===== config.mk =====
export PLATFORM = sky130hd
export DESIGN_NAME = keycode_arbiter_flat
export DESIGN_NICKNAME = d
export VERILOG_FILES = /design/src/rtl/keycode_arbiter_pkg.sv /design/src/rtl/keycode_arbiter_if.sv /design/src/rtl/keycode_arbiter_debounce.sv /design/src/rtl/keycode_arbiter.sv /design/src/flat_wrapper.sv
export SDC_FILE = /design/constraint.sdc
export NUM_CORES = 1
export LEC_CHECK = 0
export BUFFER_PORTS_ARGS = -buffer_cell sky130_fd_sc_hd__buf_2
export CAP_MARGIN = 20
export CORE_MARGIN = 3
export CORE_UTILIZATION = 57
export DETAILED_ROUTE_END_ITERATION = 12
export PLACE_DENSITY = 0.95
export SYNTH_ARGS = -nofsm -noshare
export SYNTH_HDL_FRONTEND = slang
export SYNTH_SLANG_ARGS = --single-unit

===== constraint.sdc =====
create_clock -name Clk -period 5.7 [get_ports Clk]
set_input_delay 0.855 -clock Clk [delete_from_list [all_inputs] [get_ports Clk]]
set_output_delay 0.855 -clock Clk [all_outputs]
set_load 0.01 [all_outputs]

===== src/rtl/keycode_arbiter_pkg.sv =====
// Shared types and constants for the keyboard direction arbiter:
// direction encoding, default HID codes, dir_held bit positions.
package key_pkg;

  typedef enum logic [2:0] {
    DIR_NONE  = 3'd0,
    DIR_UP    = 3'd1,
    DIR_DOWN  = 3'd2,
    DIR_LEFT  = 3'd3,
    DIR_RIGHT = 3'd4
  } dir_t;

  localparam logic [7:0] KEY_UP_DEF    = 8'h1A;
  localparam logic [7:0] KEY_DOWN_DEF  = 8'h16;
  localparam logic [7:0] KEY_LEFT_DEF  = 8'h04;
  localparam logic [7:0] KEY_RIGHT_DEF = 8'h07;

  localparam int unsigned IDX_UP    = 0;
  localparam int unsigned IDX_DOWN  = 1;
  localparam int unsigned IDX_LEFT  = 2;
  localparam int unsigned IDX_RIGHT = 3;

  // Fixed priority UP > DOWN > LEFT > RIGHT; empty mask yields DIR_NONE.
  function automatic dir_t prio_pick(input logic [3:0] m);
    if (m[IDX_UP])    return DIR_UP;
    if (m[IDX_DOWN])  return DIR_DOWN;
    if (m[IDX_LEFT])  return DIR_LEFT;
    if (m[IDX_RIGHT]) return DIR_RIGHT;
    return DIR_NONE;
  endfunction

  function automatic logic [3:0] dir_mask(input dir_t d);
    case (d)
      DIR_UP:    return 4'b0001;
      DIR_DOWN:  return 4'b0010;
      DIR_LEFT:  return 4'b0100;
      DIR_RIGHT: return 4'b1000;
      default:   return 4'b0000;
    endcase
  endfunction

endpackage


===== src/rtl/keycode_arbiter_if.sv =====
// Keyboard-side and ball-side signals of the keycode arbiter.
interface keycode_arbiter_if;
  logic [31:0] keycode_gpio;
  logic        vsync;
  logic [7:0]  keycode;
  logic        key_valid;
  logic        new_press;
  logic [3:0]  dir_held;

  modport master (
    output keycode_gpio, vsync,
    input  keycode, key_valid, new_press, dir_held
  );

  modport slave (
    input  keycode_gpio, vsync,
    output keycode, key_valid, new_press, dir_held
  );
endinterface


===== src/rtl/keycode_arbiter_debounce.sv =====
// Per-direction frame debouncer: saturating hold counter advanced on frame ticks,
// cleared on the first tick the key is absent.
module key_debounce #(
  parameter int unsigned DEBOUNCE_FRAMES = 2
) (
  input  logic Clk,
  input  logic Reset,
  input  logic tick,
  input  logic raw,
  output logic held,
  output logic held_next
);

  localparam logic [2:0] LIMIT = 3'(DEBOUNCE_FRAMES);

  logic [2:0] cnt_q, cnt_d;

  always_comb begin
    cnt_d = cnt_q;
    if (tick) begin
      if (!raw)
        cnt_d = '0;
      else if (cnt_q != LIMIT)
        cnt_d = cnt_q + 3'd1;
    end
  end

  always_ff @(posedge Clk) begin
    if (Reset) cnt_q <= '0;
    else       cnt_q <= cnt_d;
  end

  assign held      = (cnt_q == LIMIT);
  assign held_next = (cnt_d == LIMIT);

endmodule


===== src/rtl/keycode_arbiter.sv =====
// Turns a 4-slot HID keycode report into one debounced, recency-arbitrated
// movement keycode that only changes on vsync rising edges.
module keycode_arbiter
  import key_pkg::*;
#(
  parameter logic [7:0]  KEY_UP          = KEY_UP_DEF,
  parameter logic [7:0]  KEY_DOWN        = KEY_DOWN_DEF,
  parameter logic [7:0]  KEY_LEFT        = KEY_LEFT_DEF,
  parameter logic [7:0]  KEY_RIGHT       = KEY_RIGHT_DEF,
  parameter int unsigned DEBOUNCE_FRAMES = 2
) (
  input logic               Clk,
  input logic               Reset,
  keycode_arbiter_if.slave  kb
);

  logic       s1_q, s2_q, s3_q;
  logic       tick;
  logic [3:0] raw, held, held_next, newly;
  dir_t       act_q, act_d;
  logic [7:0] keycode_q, keycode_d;
  logic       new_press_q, new_press_d;

  // Flops reset high so a vsync already high at release does not look like an edge.
  always_ff @(posedge Clk) begin
    if (Reset) begin
      s1_q <= 1'b1;
      s2_q <= 1'b1;
      s3_q <= 1'b1;
    end else begin
      s1_q <= kb.vsync;
      s2_q <= s1_q;
      s3_q <= s2_q;
    end
  end

  assign tick = s2_q & ~s3_q;

  always_comb begin
    raw = '0;
    for (int unsigned i = 0; i < 4; i++) begin
      if (kb.keycode_gpio[8*i +: 8] != 8'h00) begin
        if (kb.keycode_gpio[8*i +: 8] == KEY_UP)    raw[IDX_UP]    = 1'b1;
        if (kb.keycode_gpio[8*i +: 8] == KEY_DOWN)  raw[IDX_DOWN]  = 1'b1;
        if (kb.keycode_gpio[8*i +: 8] == KEY_LEFT)  raw[IDX_LEFT]  = 1'b1;
        if (kb.keycode_gpio[8*i +: 8] == KEY_RIGHT) raw[IDX_RIGHT] = 1'b1;
      end
    end
  end

  for (genvar d = 0; d < 4; d++) begin : g_deb
    key_debounce #(.DEBOUNCE_FRAMES(DEBOUNCE_FRAMES)) u_deb (
      .Clk       (Clk),
      .Reset     (Reset),
      .tick      (tick),
      .raw       (raw[d]),
      .held      (held[d]),
      .held_next (held_next[d])
    );
  end

  assign newly = held_next & ~held;

  always_ff @(posedge Clk) begin
    if (Reset) begin
      act_q       <= DIR_NONE;
      keycode_q   <= '0;
      new_press_q <= 1'b0;
    end else begin
      act_q       <= act_d;
      keycode_q   <= keycode_d;
      new_press_q <= new_press_d;
    end
  end

  // Recency first, then keep the current choice, then fixed priority.
  always_comb begin
    act_d = act_q;
    if (tick) begin
      if (|newly)
        act_d = prio_pick(newly);
      else if ((held_next & dir_mask(act_q)) != 4'b0000)
        act_d = act_q;
      else
        act_d = prio_pick(held_next);
    end

    case (act_d)
      DIR_UP:    keycode_d = KEY_UP;
      DIR_DOWN:  keycode_d = KEY_DOWN;
      DIR_LEFT:  keycode_d = KEY_LEFT;
      DIR_RIGHT: keycode_d = KEY_RIGHT;
      default:   keycode_d = 8'h00;
    endcase

    new_press_d = (act_d != act_q) && (act_d != DIR_NONE);
  end

  assign kb.keycode   = keycode_q;
  assign kb.key_valid = (keycode_q != 8'h00);
  assign kb.new_press = new_press_q;
  assign kb.dir_held  = held;

endmodule


===== src/flat_wrapper.sv =====
// flat-port wrapper written by rule: the top's interface ports become plain ports
module keycode_arbiter_flat import key_pkg::*;
#(
  parameter logic [7:0]  KEY_UP          = KEY_UP_DEF,
  parameter logic [7:0]  KEY_DOWN        = KEY_DOWN_DEF,
  parameter logic [7:0]  KEY_LEFT        = KEY_LEFT_DEF,
  parameter logic [7:0]  KEY_RIGHT       = KEY_RIGHT_DEF,
  parameter int unsigned DEBOUNCE_FRAMES = 2
)
  (Clk, Reset, kb_keycode_gpio, kb_vsync, kb_keycode, kb_key_valid, kb_new_press, kb_dir_held);
  keycode_arbiter_if kb_i ();
  input logic Clk;
  input logic Reset;
  input wire logic [$bits(kb_i.keycode_gpio)-1:0] kb_keycode_gpio;
  input wire logic [$bits(kb_i.vsync)-1:0] kb_vsync;
  output wire logic [$bits(kb_i.keycode)-1:0] kb_keycode;
  output wire logic [$bits(kb_i.key_valid)-1:0] kb_key_valid;
  output wire logic [$bits(kb_i.new_press)-1:0] kb_new_press;
  output wire logic [$bits(kb_i.dir_held)-1:0] kb_dir_held;
  assign kb_i.keycode_gpio = kb_keycode_gpio;
  assign kb_i.vsync = kb_vsync;
  assign kb_keycode = kb_i.keycode;
  assign kb_key_valid = kb_i.key_valid;
  assign kb_new_press = kb_i.new_press;
  assign kb_dir_held = kb_i.dir_held;
  keycode_arbiter #(.KEY_UP(KEY_UP), .KEY_DOWN(KEY_DOWN), .KEY_LEFT(KEY_LEFT), .KEY_RIGHT(KEY_RIGHT), .DEBOUNCE_FRAMES(DEBOUNCE_FRAMES)) u_core (.Clk(Clk), .Reset(Reset), .kb(kb_i));
endmodule

==> results.sh, run 1 <==
export IMPL_antenna_left=0
export IMPL_h_tree_depth=1
export IMPL_final_period_utilization=0.592
export IMPL_clkTransAtPathRegs_ns=0.14
export IMPL_via_per_inst=6.07
export IMPL_grt_use_total=0.222
export IMPL_portBuffers=45
export IMPL_n_fill_cell=248
export IMPL_setup_worst_path_start_class="flip-flop"
export IMPL_cts_buffers=3
export IMPL_rsz0062_at_grt="no"
export IMPL_synth_cell_types=62
export IMPL_cp_depth=10
export IMPL_die_area_um2=4130
export IMPL_syn_instance_count=247
export IMPL_layout_min_cycle_time_ns=3.38
export IMPL_post_cts_resized=0
export IMPL_yosysWarnings=0
export IMPL_num_rows=20
export IMPL_syn_to_final_growth_pct=14.0
export IMPL_cts_sinks=24
export IMPL_hold_viol=0
export IMPL_max_freq_mhz=296
export IMPL_whs_path_depth=1
export IMPL_final_core_util=0.700
export IMPL_worstSetupPathType="flip-flop to flip-flop"
export IMPL_postRouteWirelength_um=4510
export IMPL_leakagePower_uw=0.000905
export IMPL_status="complete, no violations"
export IMPL_antenna_found_initial=0
export IMPL_worst_pin_slew_ns=0.931
export IMPL_post_cts_buffers=0
export IMPL_syn_avg_cell_area_um2=7.84
export IMPL_nets=330
export IMPL_critical_path_max_stage_delay_ns=0.74
export IMPL_drt_wirelength_per_cell_um=13.7
export IMPL_grt_pass1_vias=1814
export IMPL_cts_root_buf="clkbuf_4"
export IMPL_synth_enable_flop_cells=0
export IMPL_yosysSeqAreaShare=0.248
export IMPL_core_area_um2=3150
export IMPL_synth_area_um2=1940
export IMPL_regArea_um2=480
export IMPL_gp_congestion=0.857
export IMPL_die_height_um=64.3
export IMPL_clk_latency_ns=0.32
export IMPL_final_setup_skew_ns=0.00292
export IMPL_grt_max_degree=24
export IMPL_clock_path_buffers=2
export IMPL_multi_input_area_um2=1350
export IMPL_vias=2003
export IMPL_worstPathRequired_ns=5.96
export IMPL_postCtsHoldBufs=0
export IMPL_max_cap_violations=0
export IMPL_worst_ep_arrival_time_ns=3.64
export IMPL_drv_slew=0
export IMPL_antenna_cells=0
export IMPL_ir_worst_vdd_uv=105
export IMPL_finalPower_uw=347
export IMPL_cts_tree="built"
export IMPL_synth_ff_type="dfxtp_1"
export IMPL_critical_path_buf_inv_count=0
export IMPL_critical_path_max_fanout=23
export IMPL_place_inst=326
export IMPL_end_kind="flip-flop"
export IMPL_detail_route_first_pass_iterations=4
export IMPL_synth_async_sr_flop_share=0
export IMPL_drtIter0Drc=96
export IMPL_grt_pass1_wl_um=7500
export IMPL_hp_class="flip-flop to flip-flop"
export IMPL_final_cells=330
export IMPL_final_setup_tns_ns=0
export IMPL_reg2regPathDepth=10
export IMPL_drive_gt1_frac=0.245
export IMPL_maxSlewHeadroom=0.379
export IMPL_crit_chain="nand2b_1 > a211oi_1 > o221ai_1 > nor3_1 > a211oi_1 > a41oi_2 > o211ai_4 > nor2b_4 > o22a_1 > a21oi_1"
export IMPL_hpwl_um=3510
export IMPL_slowest_stage="nand2b_1"
export IMPL_ys_ff_latch=24
export IMPL_critPathMostFrequentCell="a211oi_1"
export IMPL_whs_ns=0.436
export IMPL_ios=49
export IMPL_start_util=0.614
export IMPL_drc=0
export IMPL_cp_top_family="compound AO/OA/AOI/OAI gates"
export IMPL_overflow=0
export IMPL_finalSetupViolCount=0
export IMPL_power_density_nw_per_um2=157
export IMPL_dieWidth_um=64.3
[registers in the layout, summed over array words and instances, names as in the netlist]
name / cells
u_core.s2_q: 1
u_core.kb.new_press: 1
u_core.s1_q: 1
u_core.s3_q: 1
u_core.kb.keycode: 5
u_core.act_q: 3
u_core.g_deb.u_deb.cnt_q: 12
[metal layers]
metal,vias to the layer above,global-route usage,wire [um]
met4,0,0.0792,68
met3,13,0.0316,303
met2,82,0.389,2250
met5,-,0,0
li1,987,-,-
met1,921,0.274,1890
[cells in the mapped netlist (all sizes together), types with 6 or more instances]
| master | n | area (um^2) |
|---|---|---|
| nor2 | 24 | 90.1 |
| dfxtp | 24 | 480 |
| nand2 | 29 | 109 |
| nand3 | 6 | 30.0 |
| a211oi | 10 | 75.1 |
| nor4 | 12 | 96.3 |
| ha | 8 | 100 |
| buf | 8 | 57.6 |
| inv | 11 | 41.3 |
| or2 | 6 | 40.0 |
| a21oi | 14 | 70.1 |
| nor2b | 7 | 51.3 |
| nor3 | 9 | 50.1 |
| or3 | 9 | 61.3 |
| nand2b | 9 | 56.3 |
[placed cells by master (no fill, tap or decap), types with 5 or more instances in the layout]
master / netlist / final
inv_1: 11 / 11
a21oi_1: 14 / 14
a211oi_1: 10 / 10
nand2_1: 29 / 29
o21ai_0: 5 / 5
nand3_1: 6 / 6
nor3_1: 8 / 8
ha_1: 8 / 8
or3_1: 8 / 8
buf_2: 1 / 45
nand2b_1: 9 / 9
nor2_1: 24 / 24
dfxtp_1: 24 / 24
nor4_1: 10 / 10
nor2b_1: 6 / 6
[kinds of logic (layout without fill, tap and decap cells)]
logic type,after synthesis,in the layout,share of synthesized area
buffers and inverters,24,61,0.0607
muxes,2,2,0.0103
adders and majority gates,8,8,0.0517
xor gates and xnor gates,3,3,0.0136
other,1,3,0.00194
AOI/OAI and AO/OA,58,58,0.239
DFF,24,24,0.248
and+or+nand+nor,127,127,0.375
[stage by stage]
stage / area (um^2) / setup WS, ns
floorplan: 1940 / 2.51
global placement: 2160 / 2.22
detailed placement: 2160 / 2.09
CTS: 2210 / 2.39
global route: 2210 / 2.05
finish: 2210 / 2.32
[worst paths after layout]
kind	from	endpoint	slack [ns]
worst min register to register	u_core.s1_q	u_core.s2_q	0.44
worst max register to register	u_core.s3_q	u_core.kb.new_press	2.32
worst max-delay path	u_core.s3_q	u_core.kb.new_press	2.32
worst min-delay path	u_core.s1_q	u_core.s2_q	0.44
[layout make-up]
class,count,share of cell area
sequential,24,0.218
tap,44,0.0249
timing repair buffer,46,0.105
clock buffer,3,0.0102
multi-input combinational,201,0.610
clock inverter,1,0.0136
inverter,11,0.0187
[power breakdown]
part	internal (uW)	total, uW	switching, uW
logic	22.4	50.3	27.9
clock network	71.1	125	53.7
registers	170	172	1.92
Note: power is estimated with default switching activity, not from simulation.
==> run 2: changes to the inputs <==
--- a/config.mk
+++ b/config.mk
@@ -8,9 +8,9 @@
 export BUFFER_PORTS_ARGS = -buffer_cell sky130_fd_sc_hd__buf_2
 export CAP_MARGIN = 20
 export CORE_MARGIN = 3
-export CORE_UTILIZATION = 57
+export CORE_UTILIZATION = 53
 export DETAILED_ROUTE_END_ITERATION = 12
-export PLACE_DENSITY = 0.95
+export PLACE_DENSITY = 0.91
 export SYNTH_ARGS = -nofsm -noshare
 export SYNTH_HDL_FRONTEND = slang
 export SYNTH_SLANG_ARGS = --single-unit
==> constraint.sdc (replaced) <==
create_clock -name Clk -period 3.11 [get_ports Clk]
set_input_delay 0.4665 -clock Clk [delete_from_list [all_inputs] [get_ports Clk]]
set_output_delay 0.4665 -clock Clk [all_outputs]
set_load 0.01 [all_outputs]
==> results.sh, run 2 (synthesis gave the netlist of run 1 again) <==
export IMPL_vias=2034
export IMPL_nets=340
export IMPL_final_cell_mix="buf_2 (45), nand2_1 (29), nor2_1 (24)"
export IMPL_drtIter0Drc=128
export IMPL_layout_min_cycle_time_ns=2.97
export IMPL_seqPwrFrac=0.490
export IMPL_max_cap_violations=0
export IMPL_die_area_um2=4420
export IMPL_reg2regPathDepth=12
export IMPL_drv_slew=0
export IMPL_cts_buffers=3
export IMPL_clock_path_buffers=2
export IMPL_dieWidth_um=66.5
export IMPL_clk_latency_ns=0.32
export IMPL_leakagePower_uw=0.000959
export IMPL_ir_worst_vdd_uv=200
export IMPL_critPathLaunch="u_core.g_deb[2].u_deb.cnt_q[0]"
export IMPL_status="complete, no violations"
export IMPL_worstSetupPathType="flip-flop to flip-flop"
export IMPL_hp_class="input port to flip-flop"
export IMPL_hpwl_um=3740
export IMPL_reg2reg_slack_ns=0.14
export IMPL_critical_path_max_fanout=5
export IMPL_start_util=0.567
export IMPL_postRouteWirelength_um=4850
export IMPL_p_sw_frac=0.245
export IMPL_p_switching_uw=158
export IMPL_antenna_cells=0
export IMPL_largest_reg_flops=12
export IMPL_crit_end="u_core.kb.new_press"
export IMPL_whs_ns=0.316
export IMPL_power_density_nw_per_um2=277
export IMPL_final_setup_skew_ns=0.00163
export IMPL_final_common_cell="buf_2"
export IMPL_drive_gt1_frac=0.301
export IMPL_die_height_um=66.5
export IMPL_final_cells=342
export IMPL_portBuffers=45
export IMPL_hold_viol=0
export IMPL_grt_pass1_wl_um=7890
export IMPL_grt_use_total=0.222
export IMPL_postCtsHoldBufs=0
export IMPL_syn_to_final_growth_pct=20.3
export IMPL_grt_pass1_vias=1937
export IMPL_reg2reg_to="u_core.kb.new_press"
export IMPL_setup_worst_path_start_class="flip-flop"
export IMPL_worstPathRequired_ns=3.37
export IMPL_h_tree_depth=1
export IMPL_end_kind="flip-flop"
export IMPL_maxSlewHeadroom=0.586
export IMPL_grt_max_degree=21
export IMPL_ios=49
export IMPL_worst_pin_slew_ns=0.616
export IMPL_timing_rr_start="u_core.g_deb[2].u_deb.cnt_q[0]"
export IMPL_detail_route_first_pass_iterations=4
export IMPL_drc=0
export IMPL_cts_sinks=24
export IMPL_clkTransAtPathRegs_ns=0.14
export IMPL_max_flop_register="u_core.g_deb.u_deb.cnt_q"
export IMPL_clockPowerShare=0.359
export IMPL_comb_power_share=0.152
export IMPL_final_period_utilization=0.956
export IMPL_antenna_found_initial=0
export IMPL_gp_congestion=0.819
export IMPL_place_inst=337
export IMPL_via_per_inst=5.95
export IMPL_worst_ep_arrival_time_ns=3.24
export IMPL_max_freq_mhz=336
export IMPL_cts_root_buf="clkbuf_4"
export IMPL_core_area_um2=3420
export IMPL_num_rows=21
export IMPL_drt_wirelength_per_cell_um=14.2
export IMPL_p_int_uw=487
export IMPL_antenna_left=0
export IMPL_n_fill_cell=289
export IMPL_overflow=0
export IMPL_finalSetupViolCount=0
export IMPL_cts_tree="built"
==> run 2: critical path, cell delays in order, from the launching register on <==
cell       delay [ns]
dfxtp_1          0.40
inv_1            0.10
ha_1             0.25
or3_1            0.38
a211oi_2         0.22
o221ai_2         0.18
or2_1            0.30
o22ai_1          0.30
o211ai_2         0.14
o2bb2ai_2        0.19
nor2b_4          0.16
o22a_1           0.17
a21oi_1          0.13
==> run 2: worst min-delay path by stage <==
| stage | startpoint | to | slack [ns] | cells after the start |
|---|---|---|---|---|
| 5_1_grt | kb_vsync | u_core.s1_q | 0.31 | 2 |
| 6_report | kb_vsync | u_core.s1_q | 0.32 | 2 |
| 3_3_place_gp | u_core.s1_q | u_core.s2_q | 0.39 | 1 |
| 2_1_floorplan | u_core.s1_q | u_core.s2_q | 0.39 | 1 |
| 3_5_place_dp | u_core.s1_q | u_core.s2_q | 0.40 | 1 |
| 4_1_cts | kb_vsync | u_core.s1_q | 0.31 | 2 |
==> run 2: routing by layer <==
metal / global-route usage / vias to the layer above / part of all wire
met1: 0.268 / 960 / 0.43
li1: - / 1011 / -
met4: 0.0635 / 0 / 0.0089
met5: 0 / - / 0
met2: 0.398 / 57 / 0.51
met3: 0.0388 / 6 / 0.050
==> run 2: layout make-up <==
class                           instances  area, um^2  area share
Inverter                               11        41.3      0.0177
Tap cell                               46        57.6      0.0247
Timing Repair Buffer                   56         308       0.132
Clock buffer                            3        22.5     0.00967
Sequential cell                        24         482       0.207
Multi-Input combinational cell        201        1390       0.596
Clock inverter                          1        30.0      0.0129
==> run 2: timing repair <==
item / 4_1_cts / 5_1_grt
endpoints found under the setup margin: 0 / 5
buffers inserted: 0 / 1
gates resized for setup: 0 / 9
==> run 2: through the flow <==
step / setup slack [ns] / power [uW] / TNS (ns) / cell area [um^2] / utilization
6_report: 0.137 / 645 / 0 / 2330 / 0.682
5_1_grt: -0.0505 / 675 / -0.0674 / 2330 / 0.682
4_1_cts: 0.0633 / 645 / 0 / 2280 / 0.667
3_5_place_dp: 0.0120 / 416 / 0 / 2230 / 0.652
3_3_place_gp: 0.104 / 413 / 0 / 2230 / 0.652
2_1_floorplan: 0.311 / 377 / 0 / 1940 / -
==> run 2: power groups by stage <==
stage / Sequential, uW / Combinational (uW) / Clock [uW]
floorplan: 323 / 53.8 / 0
global placement: 322 / 90.4 / 0
detailed placement: 323 / 93.5 / 0
CTS: 316 / 93.7 / 235
global route: 317 / 108 / 250
finish: 316 / 97.9 / 231
